<file path="config.mk">
export PLATFORM = sky130hd
export DESIGN_NAME = full_adder
export DESIGN_NICKNAME = d
export VERILOG_FILES = /design/src/rtl/full_adder.sv
export SDC_FILE = /design/constraint.sdc
export NUM_CORES = 1
export LEC_CHECK = 0
export ABC_CLOCK_PERIOD_IN_PS = 1600
export BUFFER_PORTS_ARGS = -buffer_cell sky130_fd_sc_hd__clkbuf_2
export CORE_MARGIN = 4
export CORE_UTILIZATION = 50
export DETAILED_ROUTE_END_ITERATION = 8
export PLACE_DENSITY = 0.73
export SLEW_MARGIN = 10
export SYNTH_ARGS = -nofsm -noshare
export SYNTH_HDL_FRONTEND = slang
export SYNTH_SLANG_ARGS = --single-unit
</file>
<file path="constraint.sdc">
create_clock -name clk -period 1.6 [get_ports clk]
set_input_delay 0.08 -clock clk [delete_from_list [all_inputs] [get_ports clk]]
set_output_delay 0.08 -clock clk [all_outputs]
set_load 0.005 [all_outputs]
</file>
<file path="src/rtl/full_adder.sv">
// full_adder: one-bit full adder cell plus a WIDTH-bit bit-serial adder.
// Operand bits arrive LSB-first; the sum is shifted in from the top so it
// is aligned in `result` after WIDTH valid bits.
module full_adder #(
  parameter int WIDTH = 8
) (
  input  logic             clk,
  input  logic             rst_n,
  input  logic             a,
  input  logic             b,
  input  logic             cin,
  output logic             sum,
  output logic             cout,
  input  logic             start,
  input  logic             valid,
  output logic [WIDTH-1:0] result,
  output logic             carry_out,
  output logic             done
);

  localparam int CW = (WIDTH > 1) ? $clog2(WIDTH) : 1;
  localparam logic [CW-1:0] LAST = CW'(WIDTH - 1);

  typedef enum logic {IDLE, RUN} state_t;

  state_t        state;
  logic          carry;
  logic [CW-1:0] cnt;
  logic          ser_s;
  logic          ser_c;

  // Primitive adder cell; independent of state and reset
  always_comb begin
    sum  = a ^ b ^ cin;
    cout = (a & b) | (a & cin) | (b & cin);
  end

  // Same cell evaluated against the registered serial carry
  always_comb begin
    ser_s = a ^ b ^ carry;
    ser_c = (a & b) | (a & carry) | (b & carry);
  end

  // Serial adder control and datapath; start restarts from any state
  always_ff @(posedge clk or negedge rst_n) begin
    if (!rst_n) begin
      state     <= IDLE;
      carry     <= 1'b0;
      cnt       <= '0;
      result    <= '0;
      carry_out <= 1'b0;
      done      <= 1'b0;
    end else begin
      done <= 1'b0;
      if (start) begin
        state  <= RUN;
        carry  <= cin;
        cnt    <= '0;
        result <= '0;
      end else if (state == RUN && valid) begin
        result <= {ser_s, result[WIDTH-1:1]};
        carry  <= ser_c;
        cnt    <= cnt + CW'(1);
        if (cnt == LAST) begin
          carry_out <= ser_c;
          done      <= 1'b1;
          state     <= IDLE;
        end
      end
    end
  end

endmodule

</file>
==> summary.txt, run 1 <==
Global route
  – Number of antenna violations at the first check in global routing: 0
  – Overall track demand over capacity in global routing: 16.4%
  – First-pass GRT wire length: 2460 um
  – Largest net degree at the start of global routing: 26
  – Vias in the first global route: 560
  – Remaining global-route overflow: 0

Floorplanning
  – Floorplan row count: 13
  – IO Pins: 19
  – Die Wd: 47.2 um
  – Core Region: 0.00137 mm2
  – Starting density of the core: 56.1%
  – Floorplan die area: 0.00222 mm2
  – Height of the die: 47.2 um

Synth
  – Dominant cells by area after synthesis: dfrtp_1, a21bo_2, a21oi_1
  – Area fraction of the dominant cell type after synthesis: 48.9%
  – Synth Area in XOR/XNOR: 0%
  – Fraction of the yosys area taken by sequential cells: 48.9%
  – Number of distinct library cells after synthesis: 18
  – Library cell with the highest instance count after synthesis: dfrtp_1
  – Yosys Warn Count: 0
  – Post-synthesis share of cell area spent on full adders, half adders and majority gates: 8.48%
  – Number of synthesized flops with an enable pin: 0
  – Post-synth net total: 79
  – Main synth FF type: dfrtp_1
  – Average cell area after synthesis: 11.3 um2
  – Synthesized-area fraction occupied by ao, oa, aoi and oai cells: 24.0%
  – Post-synth top cells: dfrtp_1, a21oi_1, a21bo_2
  – Post-synthesis instance area: 767 um2
  – Post-synthesis simple-gate area fraction: 11.4%
  – Post-synth top area cell: dfrtp_1
  – Multiplexer share of the synthesized area: 1.31%
  – Async set or reset register ratio after synthesis: 100%
  – FF+latch count, synth: 15
  – Number of instances in the synthesized netlist: 68
  – Dominant combinational cell family by area after synthesis: compound AO/OA/AOI/OAI gates

Cells and area
  – Net count reported at finish: 99
  – Final design instance area without fill: 891 um2
  – Total inserted antenna cells: 0
  – Utilization after layout: 65.2%
  – Area overhead of the layout relative to synthesis: 16.1%
  – Share of final-layout standard cells stronger than drive strength 1: 39.1%

Place
  – Detailed placer's ending HPWL: 1050 um
  – Last weighted congestion value of the routability-driven placer: 0.798
  – Post-DP Area: 853 um2
  – Number of port buffers: 18

Timing
  – Maximum clock frequency: 819 MHz
  – Number of slew-limit violations in the final report: 0
  – Unrepaired setup endpoints after global routing: no
  – Total of endpoints with negative setup slack in the final report: 0
  – Clock period minus worst slack: 1220 ps
  – Worst Max-Slew Pin Slew: 437 ps
  – Final TNS setup: 0 ps
  – Worst hold slack after final layout: 68.3 ps
  – Fin crit share: 76.3%
  – Normalized max-slew margin: 70.9%
  – Layout Skew: 3.14 ps
  – Final-report hold violation count: 0

Outcome
  – Outcome: complete, no violations

Critical path
  – Data arrival time at the worst-slack endpoint: 1430 ps
  – Depth of the most critical reg-to-reg path: 3
  – Capturing element type of the critical path: register
  – Terminus of the critical flop-to-flop path: result[5]
  – Largest driver fanout on the critical path: 15
  – Type of element launching the critical path: register
  – Category of the most critical setup path: register to register
  – Worst reg2reg path startpoint: state
  – Critical Path Source: state
  – Worst reg-to-reg setup slack: 380 ps
  – Data required time at the worst endpoint: 1810 ps

Clock network
  – Bufs on Longest Clock Path: 2
  – Number of buffers created by CTS: 3
  – Clock tree root driver cell: clkbuf_4
  – CTS tree: yes
  – Clock latency reported for the late side of the worst-skew pair: 290 ps
  – H-tree level count: 1
  – Number of clock sinks: 15
  – Clock-pin slew of the registers on the worst-case setup and hold paths: 90 ps
  – PostCTS Resize Cnt: 0

Power
  – Leak: 0.431 nW
  – Total power of the final layout: 0.704 mW
  – Max IR drop VDD: 0.487 mV
  – Pwr dens: 791 mW/mm2

Routing
  – DR iter-0 viols: 12
  – Routed via count: 572
  – Wire per inst: 14.1 um
  – Via/cell ratio: 5.61
  – Detail Route Antenna Nets: 0
  – First-pass iteration count of the detailed router: 4
  – Final Routed Wirelength: 1440 um
  – DRC: 0

Min path
  – Hold Path Class: input port to register
  – Hold Path Stages: 3
  – End point of the most critical hold path: carry
  – Hold wc startpoint: cin

Job
  – Max-cap viol count: 0
-- routing by layer --
layer,wire length (um),GRT usage (%),up-vias
met5,0,0,-
met4,23,8.29,0
met3,66,4.98,4
met2,675,25.5,13
met1,675,20.6,276
li1,-,-,279
-- repair_timing --
| action | 4_1_cts | 5_1_grt |
|---|---|---|
| endpoints found under the setup margin | 0 | 0 |
| endpoints found under the hold margin | 15 | 0 |
| buffers inserted | 0 | 0 |
| hold buffers | 1 | 0 |
-- how the worst max path moves through the flow --
stage,to,slack (ps),cells past startpoint
floorplan,carry_out,450,4
finish,result[5],380,3
global route,result[3],280,3
CTS,result[5],370,3
global placement,result[5],410,3
detailed placement,result[5],390,3
-- logic make-up (layout without fill, tap and decap cells) --
kind of cell | Yosys count | after routing
AOI/OAI and AO/OA | 24 | 24
DFF | 15 | 15
and+or+nand+nor | 15 | 15
buffers and inverters | 9 | 28
adders and majority gates | 4 | 4
muxes | 1 | 1
-- area by class of cell --
cell class / count / area (um2)
fill: 117 / 475
sequential: 15 / 375
multi-input combinational: 44 / 347
timing repair buffer: 20 / 108
clock buffer: 3 / 22.5
tap: 15 / 18.8
inverter: 4 / 15.0
clock inverter: 1 / 5.00
-- critical path: stages, from the launching register on --
cell,delay (ps)
dfrtp_1,540
buf_4,250
a21bo_2,210
a21oi_1,140
-- per-stage QoR --
step	setup slack, ps	instances
global route	284	102
global placement	406	97
floorplan	455	68
finish	380	102
detailed placement	391	97
CTS	373	102
-- power by group --
group | internal, mW | leakage, nW | switching (mW)
Clock | 0.0930 | 0.0177 | 0.127
Sequential | 0.390 | 0.195 | 0.00602
Combinational | 0.0378 | 0.219 | 0.0502
-- cell usage in the layout (no fill, tap or decap) --
cell	netlist	final
nand3_1	9	9
ha_1	2	2
nand4bb_1	1	1
inv_1	4	4
and2_1	1	1
clkinv_2	0	1
a21o_1	1	1
clkbuf_2	0	18
a211oi_2	1	1
a21oi_1	11	11
nand3b_1	1	1
fa_1	2	2
nand2_1	2	2
dfrtp_1	15	15
o311ai_1	1	1
and4b_1	1	1
clkbuf_4	0	3
mux2i_1	1	1
buf_4	2	1
dlygate4sd3_1	0	1
a21bo_2	10	10
-- state kept, by name, summed over array words and instances (netlist names) --
name       count
carry          1
carry_out      1
cnt            3
done           1
result         8
state          1
No activity file was read; power rests on OpenSTA's default activity.
==> run 2, diff against run 1 <==
- ABC_CLOCK_PERIOD_IN_PS: 1600 -> 1300
- clock period: 1.6 -> 1.3 ns (I/O delays scaled with it)
==> run 2 against run 1 <==
Net effect: clock skew grew 1.7 ps; global-route usage shrank 0.85 points; final cell count grew 0.98%; clock power grew 18%; largest power group unchanged; total power grew 21%.
==> summary.txt, run 2 (synthesis gave the netlist of run 1 again) <==
Routing
  – Total length of routed met2 wires: 669 um (was 675 um)
  – Routed via count: 583 (was 572)
  – First-pass iteration count of the detailed router: 4 (unchanged)
  – Routed length on met1: 650 um (was 675 um)
  – Met3 Wirelength: 68 um (was 66 um)
  – Final Routed Wirelength: 1400 um (was 1440 um)
  – Via/cell ratio: 5.66 (was 5.61)
  – Detail Route Antenna Nets: 0 (unchanged)
  – DRC: 0 (unchanged)
  – Top routing layer in use: met4 (unchanged)
  – Wire per inst: 13.6 um (was 14.1 um)
  – DR iter-0 viols: 12 (unchanged)

Global route
  – First-pass GRT wire length: 2380 um (was 2460 um)
  – Vias in the first global route: 548 (was 560)
  – Remaining global-route overflow: 0 (unchanged)
  – Number of antenna violations at the first check in global routing: 0 (unchanged)
  – Overall track demand over capacity in global routing: 15.5% (was 16.4%)
  – Largest net degree at the start of global routing: 26 (unchanged)

Critical path
  – Data required time at the worst endpoint: 1460 ps (was 1810 ps)
  – Category of the most critical setup path: register to register (unchanged)
  – Capturing element type of the critical path: register (unchanged)
  – Type of element launching the critical path: register (unchanged)
  – Ordered list of cells on the worst path: ha_1 -> ha_1 -> and4b_1 -> mux2i_1 (was buf_4 -> a21bo_2 -> a21oi_1)
  – Worst reg2reg path startpoint: cnt[0] (was state)
  – Slowest-stage cell, CP: dfrtp_1 (unchanged)
  – Largest incremental delay on the critical path: 390 ps (was 540 ps)
  – Largest driver fanout on the critical path: 3 (was 15)
  – Most common cell type on the critical path: ha_1
  – Critical path buffers and inverters: 0 (was 1)
  – Critical Path Source: cnt[0] (was state)
  – Data arrival time at the worst-slack endpoint: 1360 ps (was 1430 ps)
  – Gate family responsible for the most delay along the worst path: flip-flops (unchanged)

Min path
  – Hold wc startpoint: cin (unchanged)
  – Hold Path Class: input port to register (unchanged)

Clock network
  – Number of buffers created by CTS: 3 (unchanged)
  – PostCTS Resize Cnt: 0 (unchanged)
  – Clock tree root driver cell: clkbuf_4 (unchanged)
  – Clock latency reported for the late side of the worst-skew pair: 280 ps (was 290 ps)
  – H-tree level count: 1 (unchanged)
  – Bufs on Longest Clock Path: 2 (unchanged)
  – Number of buffers inserted to repair setup after CTS: 0 (unchanged)
  – CTS tree: yes (unchanged)
  – Clock-pin slew of the registers on the worst-case setup and hold paths: 80 ps (was 90 ps)
  – Number of buffers inserted for hold repair after clock tree synthesis: 1 (unchanged)
  – Number of clock sinks: 15 (unchanged)

Cells and area
  – Flip-flop count of the largest register, all copies and words added: 8 (unchanged)
  – Total inserted antenna cells: 0 (unchanged)
  – Net count reported at finish: 100 (was 99)
  – Registers with the highest flip-flop counts: result: 8 flops, cnt: 3 flops (unchanged)
  – Area overhead of the layout relative to synthesis: 17.0% (was 16.1%)
  – Register name with the most flops: result (unchanged)
  – Share of final-layout standard cells stronger than drive strength 1: 38.6% (was 39.1%)
  – Leading cell type in the layout, fill and taps excluded: clkbuf_2 (unchanged)
  – Commonest non-fill, non-tap cells in the layout: clkbuf_2, dfrtp_1, a21oi_1, a21bo_2, nand3_1 (unchanged)

Timing
  – Total of endpoints with negative setup slack in the final report: 0 (unchanged)
  – Unrepaired setup endpoints after global routing: no (unchanged)
  – Final worst setup slack: 103 ps (was 380 ps)
  – Final TNS setup: 0 ps (unchanged)
  – Final-report hold violation count: 0 (unchanged)
  – Normalized max-slew margin: 70.9% (about the same)
  – Number of slew-limit violations in the final report: 0 (unchanged)
  – Fin crit share: 92.1% (was 76.3%)
  – Worst Max-Slew Pin Slew: 437 ps (about the same)
  – Maximum clock frequency: 835 MHz (was 819 MHz)
  – Clock period minus worst slack: 1200 ps (was 1220 ps)
  – Layout Skew: 4.87 ps (was 3.14 ps)

Outcome
  – Outcome: complete, no violations (unchanged)

Floorplanning
  – Floorplan die area: 0.00222 mm2 (unchanged)
  – Starting density of the core: 56.1% (unchanged)
  – Die Wd: 47.2 um (unchanged)
  – Core Region: 0.00137 mm2 (unchanged)
  – Floorplan row count: 13 (unchanged)
  – Height of the die: 47.2 um (unchanged)
  – IO Pins: 19 (unchanged)

Power
  – Share of total power in combinational logic: 12.3% (was 12.5%)
  – Cell-internal power: 0.645 mW (was 0.521 mW)
  – Switching part of the total power: 24.3% (was 26.1%)
  – Reg power frac: 57.2% (was 56.2%)
  – Leak: 0.432 nW (was 0.431 nW)
  – Total power of the final layout: 0.852 mW (was 0.704 mW)
  – Pwr dens: 950 mW/mm2 (was 791 mW/mm2)
  – Clock share of power: 30.4% (was 31.3%)
  – Switch Pwr: 0.207 mW (was 0.184 mW)
  – Max IR drop VDD: 0.584 mV (was 0.487 mV)

Place
  – Detailed placer's ending HPWL: 974 um (was 1050 um)
  – Last weighted congestion value of the routability-driven placer: 0.770 (was 0.798)
  – Number of port buffers: 18 (unchanged)
  – Pre-CTS setup slack: 109 ps (was 391 ps)

Job
  – Max-cap viol count: 0 (unchanged)
-- run 2: path summary, 6_finish.rpt --
kind / end / slack (ps) / depth (start not counted)
setup / recovery: carry_out / 100 / 4
hold / removal: carry / 60 / 3
setup reg to reg: carry_out / 100 / 4
hold reg to reg: carry_out / 530 / 2
max in group asynchronous: cnt[0] / 800 / 2
min in group asynchronous: result[1] / 230 / 2
-- run 2: power groups by stage --
stage | clock [mW] | sequential, mW | combinational, mW
6_report | 0.259 | 0.488 | 0.105
5_1_grt | 0.281 | 0.489 | 0.122
4_1_cts | 0.274 | 0.488 | 0.107
3_5_place_dp | 0 | 0.497 | 0.103
3_3_place_gp | 0 | 0.496 | 0.103
2_1_floorplan | 0 | 0.496 | 0.0601
-- run 2: layout make-up --
| cell class | instances | area, um2 |
|---|---|---|
| clock buffer | 4 | 26.3 |
| fill | 121 | 469 |
| inverter | 4 | 15.0 |
| multi-input combinational | 44 | 347 |
| sequential | 15 | 375 |
| tap | 15 | 18.8 |
| timing repair buffer | 21 | 115 |
-- run 2: through the flow --
stage,cell area (um2),util (%),cells,hold WS [ps]
5_1_grt,897,65.7,103,82.4
4_1_cts,897,65.7,103,63.7
2_1_floorplan,767,-,68,-231
3_3_place_gp,861,63.0,98,-5.15
3_5_place_dp,861,63.0,98,2.66
6_report,897,65.7,103,63.7
-- run 2: routing by layer --
metal	up-vias	global-route usage [%]
li1	283	-
met3	2	2.30
met5	-	0
met4	0	8.29
met1	280	21.1
met2	18	23.8
-- run 2: worst reg2reg max path: stages (launching register included) --
cell	delay, ps
dfrtp_1	390
ha_1	200
ha_1	190
and4b_1	190
mux2i_1	120
